$ cat config.mk
export PLATFORM = sky130hd
export DESIGN_NAME = rgbw_scale_sequencer_flat
export DESIGN_NICKNAME = d
export VERILOG_FILES = /design/src/rtl/rgbw_scale_sequencer_if.sv /design/src/rtl/rgbw_scale_sequencer.sv /design/src/flat_wrapper.sv
export SDC_FILE = /design/constraint.sdc
export NUM_CORES = 1
export LEC_CHECK = 0
export ABC_AREA = 1
export CORE_ASPECT_RATIO = 0.6
export CORE_MARGIN = 5
export CORE_UTILIZATION = 57
export CTS_CLUSTER_DIAMETER = 100
export DETAILED_ROUTE_END_ITERATION = 10
export PLACE_DENSITY = 0.86
export SYNTH_ARGS = -nofsm -noshare
export SYNTH_HDL_FRONTEND = slang
export SYNTH_SLANG_ARGS = --single-unit
$ cat constraint.sdc
create_clock -name clk -period 2.4 [get_ports clk]
set_input_delay 0.24 -clock clk [delete_from_list [all_inputs] [get_ports clk]]
set_output_delay 0.24 -clock clk [all_outputs]
set_load 0.02 [all_outputs]
$ cat src/rtl/rgbw_scale_sequencer_if.sv
// Multiplier handshake bundle between rgbw_scale_sequencer and the shared 8x8 multiplier.
// The sequencer is the master (drives operands and load strobe); the multiplier is the slave.
interface rgbw_scale_sequencer_if;
    logic [7:0]  mult_a;
    logic [7:0]  mult_b;
    logic        mult_ld;
    logic        mult_rdy;
    logic [15:0] mult_res;

    modport master (
        output mult_a,
        output mult_b,
        output mult_ld,
        input  mult_rdy,
        input  mult_res
    );

    modport slave (
        input  mult_a,
        input  mult_b,
        input  mult_ld,
        output mult_rdy,
        output mult_res
    );
endinterface

$ cat src/rtl/rgbw_scale_sequencer.sv
// rgbw_scale_sequencer: scales the R, G, B and W levels by the intensity byte using one
// shared 8x8 multiplier, then commits all four duties together with a one-cycle done.
// Intensity 0 and 255 bypass the multiplier. A missing multiplier answer aborts the run
// after TIMEOUT enabled cycles and raises the sticky err flag.
// Optional build macro RGBW_SCALE_ROUND_EN: round the product to nearest instead of truncating.
module rgbw_scale_sequencer #(
    parameter int TIMEOUT = 64
) (
    input  logic                          clk,
    input  logic                          reset,
    input  logic                          clk_half,
    input  logic                          start,
    input  logic [7:0]                    lint,
    input  logic [7:0]                    red_in,
    input  logic [7:0]                    green_in,
    input  logic [7:0]                    blue_in,
    input  logic [7:0]                    white_in,
    rgbw_scale_sequencer_if.master        mult,
    output logic [7:0]                    red_out,
    output logic [7:0]                    green_out,
    output logic [7:0]                    blue_out,
    output logic [7:0]                    white_out,
    output logic                          busy,
    output logic                          done,
    output logic                          err
);

    localparam logic [1:0] IDLE = 2'd0;
    localparam logic [1:0] LOAD = 2'd1;
    localparam logic [1:0] WAIT = 2'd2;

    localparam int            TW       = (TIMEOUT > 2) ? $clog2(TIMEOUT) : 1;
    localparam logic [TW-1:0] TMO_LAST = TW'(TIMEOUT - 1);

    logic [1:0]    state;
    logic [1:0]    ch;
    logic [7:0]    lint_q;
    logic [7:0]    red_q;
    logic [7:0]    green_q;
    logic [7:0]    blue_q;
    logic [7:0]    white_q;
    logic [7:0]    shadow_r;
    logic [7:0]    shadow_g;
    logic [7:0]    shadow_b;
    logic          pending;
    logic          commit_bypass;
    logic [TW-1:0] tmo_cnt;
    logic [7:0]    next_level;
    logic [7:0]    scaled;

`ifdef RGBW_SCALE_ROUND_EN
    // Round to nearest; lint never exceeds 254 on this path so the sum cannot overflow.
    logic [15:0] rounded_res;
    logic        unused_round_bits;
    assign rounded_res       = mult.mult_res + 16'h0080;
    assign scaled            = rounded_res[15:8];
    assign unused_round_bits = ^rounded_res[7:0];
`else
    // Truncate: the upper byte of the product is the scaled level.
    logic unused_res_bits;
    assign scaled          = mult.mult_res[15:8];
    assign unused_res_bits = ^mult.mult_res[7:0];
`endif

    // Level of the channel that follows the one currently being captured.
    always_comb begin
        next_level = white_q;
        case (ch)
            2'd0:    next_level = green_q;
            2'd1:    next_level = blue_q;
            default: next_level = white_q;
        endcase
    end

    // Run sequencing, multiplier handshake, shadow capture and atomic duty commit.
    always_ff @(posedge clk or negedge reset) begin
        if (!reset) begin
            state         <= IDLE;
            ch            <= 2'd0;
            lint_q        <= 8'd0;
            red_q         <= 8'd0;
            green_q       <= 8'd0;
            blue_q        <= 8'd0;
            white_q       <= 8'd0;
            shadow_r      <= 8'd0;
            shadow_g      <= 8'd0;
            shadow_b      <= 8'd0;
            pending       <= 1'b0;
            commit_bypass <= 1'b0;
            tmo_cnt       <= '0;
            mult.mult_a   <= 8'd0;
            mult.mult_b   <= 8'd0;
            mult.mult_ld  <= 1'b0;
            red_out       <= 8'd0;
            green_out     <= 8'd0;
            blue_out      <= 8'd0;
            white_out     <= 8'd0;
            busy          <= 1'b0;
            done          <= 1'b0;
            err           <= 1'b0;
        end else if (clk_half) begin
            done <= 1'b0;
            if (start && busy) begin
                pending <= 1'b1;
            end
            case (state)
                IDLE: begin
                    if (commit_bypass) begin
                        commit_bypass <= 1'b0;
                        if (lint_q == 8'd0) begin
                            red_out   <= 8'd0;
                            green_out <= 8'd0;
                            blue_out  <= 8'd0;
                            white_out <= 8'd0;
                        end else begin
                            red_out   <= red_q;
                            green_out <= green_q;
                            blue_out  <= blue_q;
                            white_out <= white_q;
                        end
                        done <= 1'b1;
                        busy <= 1'b0;
                    end else if (start || pending) begin
                        lint_q  <= lint;
                        red_q   <= red_in;
                        green_q <= green_in;
                        blue_q  <= blue_in;
                        white_q <= white_in;
                        busy    <= 1'b1;
                        err     <= 1'b0;
                        ch      <= 2'd0;
                        pending <= 1'b0;
                        if (lint == 8'd0 || lint == 8'hFF) begin
                            commit_bypass <= 1'b1;
                        end else begin
                            state        <= LOAD;
                            mult.mult_ld <= 1'b1;
                            mult.mult_a  <= red_in;
                            mult.mult_b  <= lint;
                        end
                    end
                end
                LOAD: begin
                    mult.mult_ld <= 1'b0;
                    tmo_cnt      <= '0;
                    state        <= WAIT;
                end
                WAIT: begin
                    if (mult.mult_rdy) begin
                        case (ch)
                            2'd0:    shadow_r <= scaled;
                            2'd1:    shadow_g <= scaled;
                            2'd2:    shadow_b <= scaled;
                            default: ;
                        endcase
                        if (ch != 2'd3) begin
                            ch           <= ch + 2'd1;
                            state        <= LOAD;
                            mult.mult_ld <= 1'b1;
                            mult.mult_a  <= next_level;
                        end else begin
                            red_out   <= shadow_r;
                            green_out <= shadow_g;
                            blue_out  <= shadow_b;
                            white_out <= scaled;
                            done      <= 1'b1;
                            busy      <= 1'b0;
                            state     <= IDLE;
                        end
                    end else if (tmo_cnt == TMO_LAST) begin
                        err   <= 1'b1;
                        busy  <= 1'b0;
                        state <= IDLE;
                    end else begin
                        tmo_cnt <= tmo_cnt + 1'b1;
                    end
                end
                default: begin
                    state <= IDLE;
                end
            endcase
        end
    end

endmodule

$ cat src/flat_wrapper.sv
// flat-port wrapper written by rule: the top's interface ports become plain ports
module rgbw_scale_sequencer_flat 
#(
    parameter int TIMEOUT = 64
)
  (clk, reset, clk_half, start, lint, red_in, green_in, blue_in, white_in, red_out, green_out, blue_out, white_out, busy, done, err, mult_mult_a, mult_mult_b, mult_mult_ld, mult_mult_rdy, mult_mult_res);
  rgbw_scale_sequencer_if mult_i ();
  input  logic clk;
  input  logic reset;
  input  logic clk_half;
  input  logic start;
  input  logic [7:0] lint;
  input  logic [7:0] red_in;
  input  logic [7:0] green_in;
  input  logic [7:0] blue_in;
  input  logic [7:0] white_in;
  output logic [7:0] red_out;
  output logic [7:0] green_out;
  output logic [7:0] blue_out;
  output logic [7:0] white_out;
  output logic busy;
  output logic done;
  output logic err;
  output wire logic [$bits(mult_i.mult_a)-1:0] mult_mult_a;
  output wire logic [$bits(mult_i.mult_b)-1:0] mult_mult_b;
  output wire logic [$bits(mult_i.mult_ld)-1:0] mult_mult_ld;
  input wire logic [$bits(mult_i.mult_rdy)-1:0] mult_mult_rdy;
  input wire logic [$bits(mult_i.mult_res)-1:0] mult_mult_res;
  assign mult_mult_a = mult_i.mult_a;
  assign mult_mult_b = mult_i.mult_b;
  assign mult_mult_ld = mult_i.mult_ld;
  assign mult_i.mult_rdy = mult_mult_rdy;
  assign mult_i.mult_res = mult_mult_res;
  rgbw_scale_sequencer #(.TIMEOUT(TIMEOUT)) u_core (.clk(clk), .reset(reset), .clk_half(clk_half), .start(start), .lint(lint), .red_in(red_in), .green_in(green_in), .blue_in(blue_in), .white_in(white_in), .mult(mult_i), .red_out(red_out), .green_out(green_out), .blue_out(blue_out), .white_out(white_out), .busy(busy), .done(done), .err(err));
endmodule
==> results <==
- The total via count in the routed design is 5818.
- The area growth from synthesis to layout is 29.6%.
- For this run, design rule violations remaining after detail routing come to 0.
- The worst-case IR drop observed on VDD is 779 uV.
- The wire length per cell is 15.8 um.
- The die is 90.3 um tall.
- In this run the remaining antenna-violating nets after routing total 0.
- Sorting the synthesized cells by area gives the leading types as sky130_fd_sc_hd__dfrtp_1, sky130_fd_sc_hd__nand2_1, sky130_fd_sc_hd__o21ai_0.
- In this run the number of H-tree levels came out at 4.
- The flow ran to the end, and the final reports show no timing, DRC or antenna violations.
- The net count after synthesis is 880.
- The number of cells on the worst reg-to-reg path is 4.
- The net load switching power is 4.27 mW.
- Walking the worst path, the cells encountered are nor2_4 -> buf_12 -> nand4_1 -> o21ai_0.
- The HPWL after detailed placement is 11300 um.
- The cell type with the highest aggregate area in the netlist is sky130_fd_sc_hd__dfrtp_1.
- Data on the critical path arrives at its endpoint at 2.51 ns.
- The leftover overflow at the end of global routing is 0.
- Entering global routing, the biggest net connects 63 pins.
- The top fanout value on the critical path is 62.
- The highest cell delay on the worst timing path is 0.55 ns.
- The smallest clock period supported by the final layout is computed as 2.19 ns.
- In this run, CTS created clock tree buffers numbering 17.
- The last weighted congestion value of the routability-driven placer is 0.877.
- The floorplan core area is 10500 um2.
- The floorplan step defined a die boundary enclosing 13000 um2.
- The synthesized flop and latch total is 128.
- After detailed routing, the number of vias per cell comes to 5.46.
- Of the total power, the share spent switching nets is 39.6%.
- The first-pass GRT wire length is 27900 um.
- In the final layout, the multi-input gates occupy 2550 um2.
- Clock-pin slew was measured on the worst setup and hold paths at 0.06 ns.
- The power density relative to cell area is 1360 nW/um2.
- The number of DRC violations after detailed-routing iteration 0 is 513.
- The clock latency on the worst-skew pair is 0.42 ns.
- The worst setup path is of the reg -> reg kind.
- The share of the synthesized area in the top cell type is 52.3%.
- Counting the fill cells in the layout gives 743.
- In this run, distinct cell masters in the synthesized netlist total 22.
- The site row count is 29.
- The footprint of the flip-flops and latches is 3200 um2.
- The number of setup violations in the final report is 0.
- The number of sinks handled by clock tree synthesis is 128.
- The synthesized instance count is 814.
- The effective utilization at floorplan is 58.2%.
- Per report_power, the combinational group accounts for 40.4% of the total.
- The number of antenna diodes in the final layout is 0.
- Cell internal power was estimated by the tool at 6.51 mW.
- The worst setup path is captured at a flip-flop.
- Once layout is complete, the cells apart from fillers number 1065.
- The worst clock skew on the final layout is 0.0102 ns.
- Across every metal layer, demand over resource in global routing totals 27.2%.
- The area of placed instances is 7270 um2.
- Summed over all layers, the routed wires come to 16900 um.
- The deepest clock path buffer count is 2.
- The proportion of layout cells with a drive suffix above 1 is 6.26%.
- The worst pin sits at a relative slew slack of 57.9%.
- The number of global-route vias before repair is 5698.
- The tightest min-delay check is of the in -> async type.
- In this run the count of I/O pins placed on the die edge is 113.
- After synthesis the cells add up to 6120 um2.
- The yosys synthesis warning count is 0.
- The number of antenna violations at the first check in global routing was 0.
- The setup total negative slack is 0 ns.
- Port buffering added 104 buffers.
- The library cell contributing the largest single delay on the critical path is sky130_fd_sc_hd__nand4_1.
- The number of iterations in the first detailed-routing pass is 7.
- The final period utilization is 91.1%.
- The leakage power is 4.01 nW.
- Setup repair after global routing left no endpoint under its margin.
- STA classifies the critical path startpoint as a flip-flop.
- The max-slew violation total from the final report came to 0.
- The part of the power in the clock network is 26.3%.
- The post-placement cell count is 1031.
- The net total in the final layout is 979.
- TritonCTS built the clock tree.
- Summing all non-filler instances in the final layout gives an area of 7940 um2.
- At the pin with the least slew margin, the transition time is 0.630 ns.
- The hold violation count in the final report is 0.
- A synthesized cell averages 7.52 um2.
- Of the total power, registers draw 33.3%.
- Max-cap violations in this run came to 0.
- The cell at the root of the clock tree is sky130_fd_sc_hd__clkbuf_16.
- The maximum frequency from static timing analysis is 458 MHz.
- The required time at the endpoint of the critical path is 2.72 ns.
- The width of the die is 144 um.
- Summing the sequential cell areas from Yosys gives 52.3% of the chip area.
area by class of cell:
cell class | instances | area share (%)
sequential | 128 | 40.4
multi-input combinational | 598 | 32.1
timing repair buffer | 120 | 14.9
clock buffer | 21 | 5.93
inverter | 48 | 2.27
clock inverter | 11 | 2.21
tap | 139 | 2.19
registers in the layout (all words and copies together) (netlist names):
name / count
u_core.blue_out: 8
u_core.red_q: 8
u_core.lint_q: 8
u_core.blue_q: 8
u_core.shadow_g: 8
u_core.red_out: 8
u_core.mult.mult_b: 8
u_core.commit_bypass: 1
u_core.mult.mult_ld: 1
u_core.tmo_cnt: 6
u_core.busy: 1
u_core.green_out: 8
u_core.white_out: 8
u_core.mult.mult_a: 8
u_core.state: 2
u_core.green_q: 8
u_core.ch: 2
u_core.err: 1
u_core.white_q: 8
u_core.pending: 1
u_core.done: 1
u_core.shadow_b: 8
u_core.shadow_r: 8
worst max-delay path, delay by kind of cell (launching register included):
family,cells,cell delay [ns]
simple gates,2,0.88
flops,1,0.48
compound gates,1,0.39
buf+inv,1,0.30
synthesized netlist by cell type:
master and count:
sky130_fd_sc_hd__inv_2 4, sky130_fd_sc_hd__nand3_1 25, sky130_fd_sc_hd__or2_2 2, sky130_fd_sc_hd__nand2_1 418, sky130_fd_sc_hd__buf_4 3, sky130_fd_sc_hd__ha_1 5
sky130_fd_sc_hd__nor3_4 1, sky130_fd_sc_hd__a21boi_0 1, sky130_fd_sc_hd__o22ai_1 1, sky130_fd_sc_hd__o21ai_0 80, sky130_fd_sc_hd__nor2_1 35, sky130_fd_sc_hd__nand4_1 7
sky130_fd_sc_hd__o21bai_1 16, sky130_fd_sc_hd__nand3b_1 1, sky130_fd_sc_hd__dfrtp_1 128, sky130_fd_sc_hd__buf_6 1, sky130_fd_sc_hd__a21oi_1 2, sky130_fd_sc_hd__nor2_2 2
sky130_fd_sc_hd__nor2_4 2, sky130_fd_sc_hd__clkbuf_1 17, sky130_fd_sc_hd__inv_1 44, sky130_fd_sc_hd__buf_2 19
power by group through the flow:
stage | registers [mW] | logic (mW) | clock network (mW)
floorplan | 3.89 | 2.34 | 0
global placement | 3.57 | 4.14 | 0
detailed placement | 3.58 | 4.26 | 0
CTS | 3.57 | 4.33 | 2.84
global route | 3.69 | 4.85 | 2.95
finish | 3.59 | 4.35 | 2.83
per-layer routing:
| layer | up-vias | routed length (um) | GRT usage [%] |
|---|---|---|---|
| li1 | 2738 | - | - |
| met1 | 2750 | 7470 | 39.4 |
| met2 | 294 | 7430 | 39.7 |
| met3 | 36 | 1670 | 8.31 |
| met4 | 0 | 293 | 7.84 |
| met5 | - | 0 | 0 |
stage by stage:
step	setup slack, ns	total power [mW]	util, %	hold slack [ns]
2_1_floorplan	0.809	6.23	-	-0.0556
3_3_place_gp	0.246	7.71	69.1	0.126
3_5_place_dp	0.184	7.84	69.1	0.128
4_1_cts	0.242	10.7	75.4	0.245
5_1_grt	0.0201	11.5	75.4	0.255
6_report	0.214	10.8	75.4	0.230
path summary, 6_finish.rpt:
kind / from / endpoint / slack (ns)
setup / recovery: u_core.state[0] / u_core.shadow_g[7] / 0.21
hold / removal: reset / u_core.red_q[2] / 0.23
setup reg to reg: u_core.state[0] / u_core.shadow_g[7] / 0.21
hold reg to reg: u_core.mult.mult_a[6] / u_core.mult.mult_a[6] / 0.47
max in group asynchronous: reset / u_core.green_q[6] / 1.48
min in group clk: white_in[4] / u_core.white_q[4] / 0.38
timing repair:
item                                    CTS  global route
endpoints found under the setup margin    0             2
resized for setup                         0             0
hold buffers                              1             0
buffers inserted                          0             1
hold endpoints to repair                 15             0
logic make-up (layout without fill, tap and decap cells):
| logic type | count (synthesis) | count (layout) | synth area share [%] |
|---|---|---|---|
| AOI/OAI and AO/OA | 100 | 100 | 8.89 |
| adders and majority gates | 5 | 5 | 1.02 |
| buffers and inverters | 88 | 200 | 6.09 |
| DFF | 128 | 128 | 52.3 |
| and+or+nand+nor | 493 | 493 | 31.7 |
cell usage in the layout (no fill, tap or decap), types with 7 or more instances in the layout:
| cell | n |
|---|---|
| sky130_fd_sc_hd__clkdlybuf4s50_1 | 103 |
| sky130_fd_sc_hd__o21ai_0 | 80 |
| sky130_fd_sc_hd__buf_4 | 14 |
| sky130_fd_sc_hd__clkbuf_16 | 17 |
| sky130_fd_sc_hd__o21bai_1 | 16 |
| sky130_fd_sc_hd__dfrtp_1 | 128 |
| sky130_fd_sc_hd__nand3_1 | 25 |
| sky130_fd_sc_hd__nand2_1 | 418 |
| sky130_fd_sc_hd__inv_1 | 44 |
| sky130_fd_sc_hd__nand4_1 | 7 |
| sky130_fd_sc_hd__nor2_1 | 35 |
Note: power is estimated with default switching activity, not from simulation.
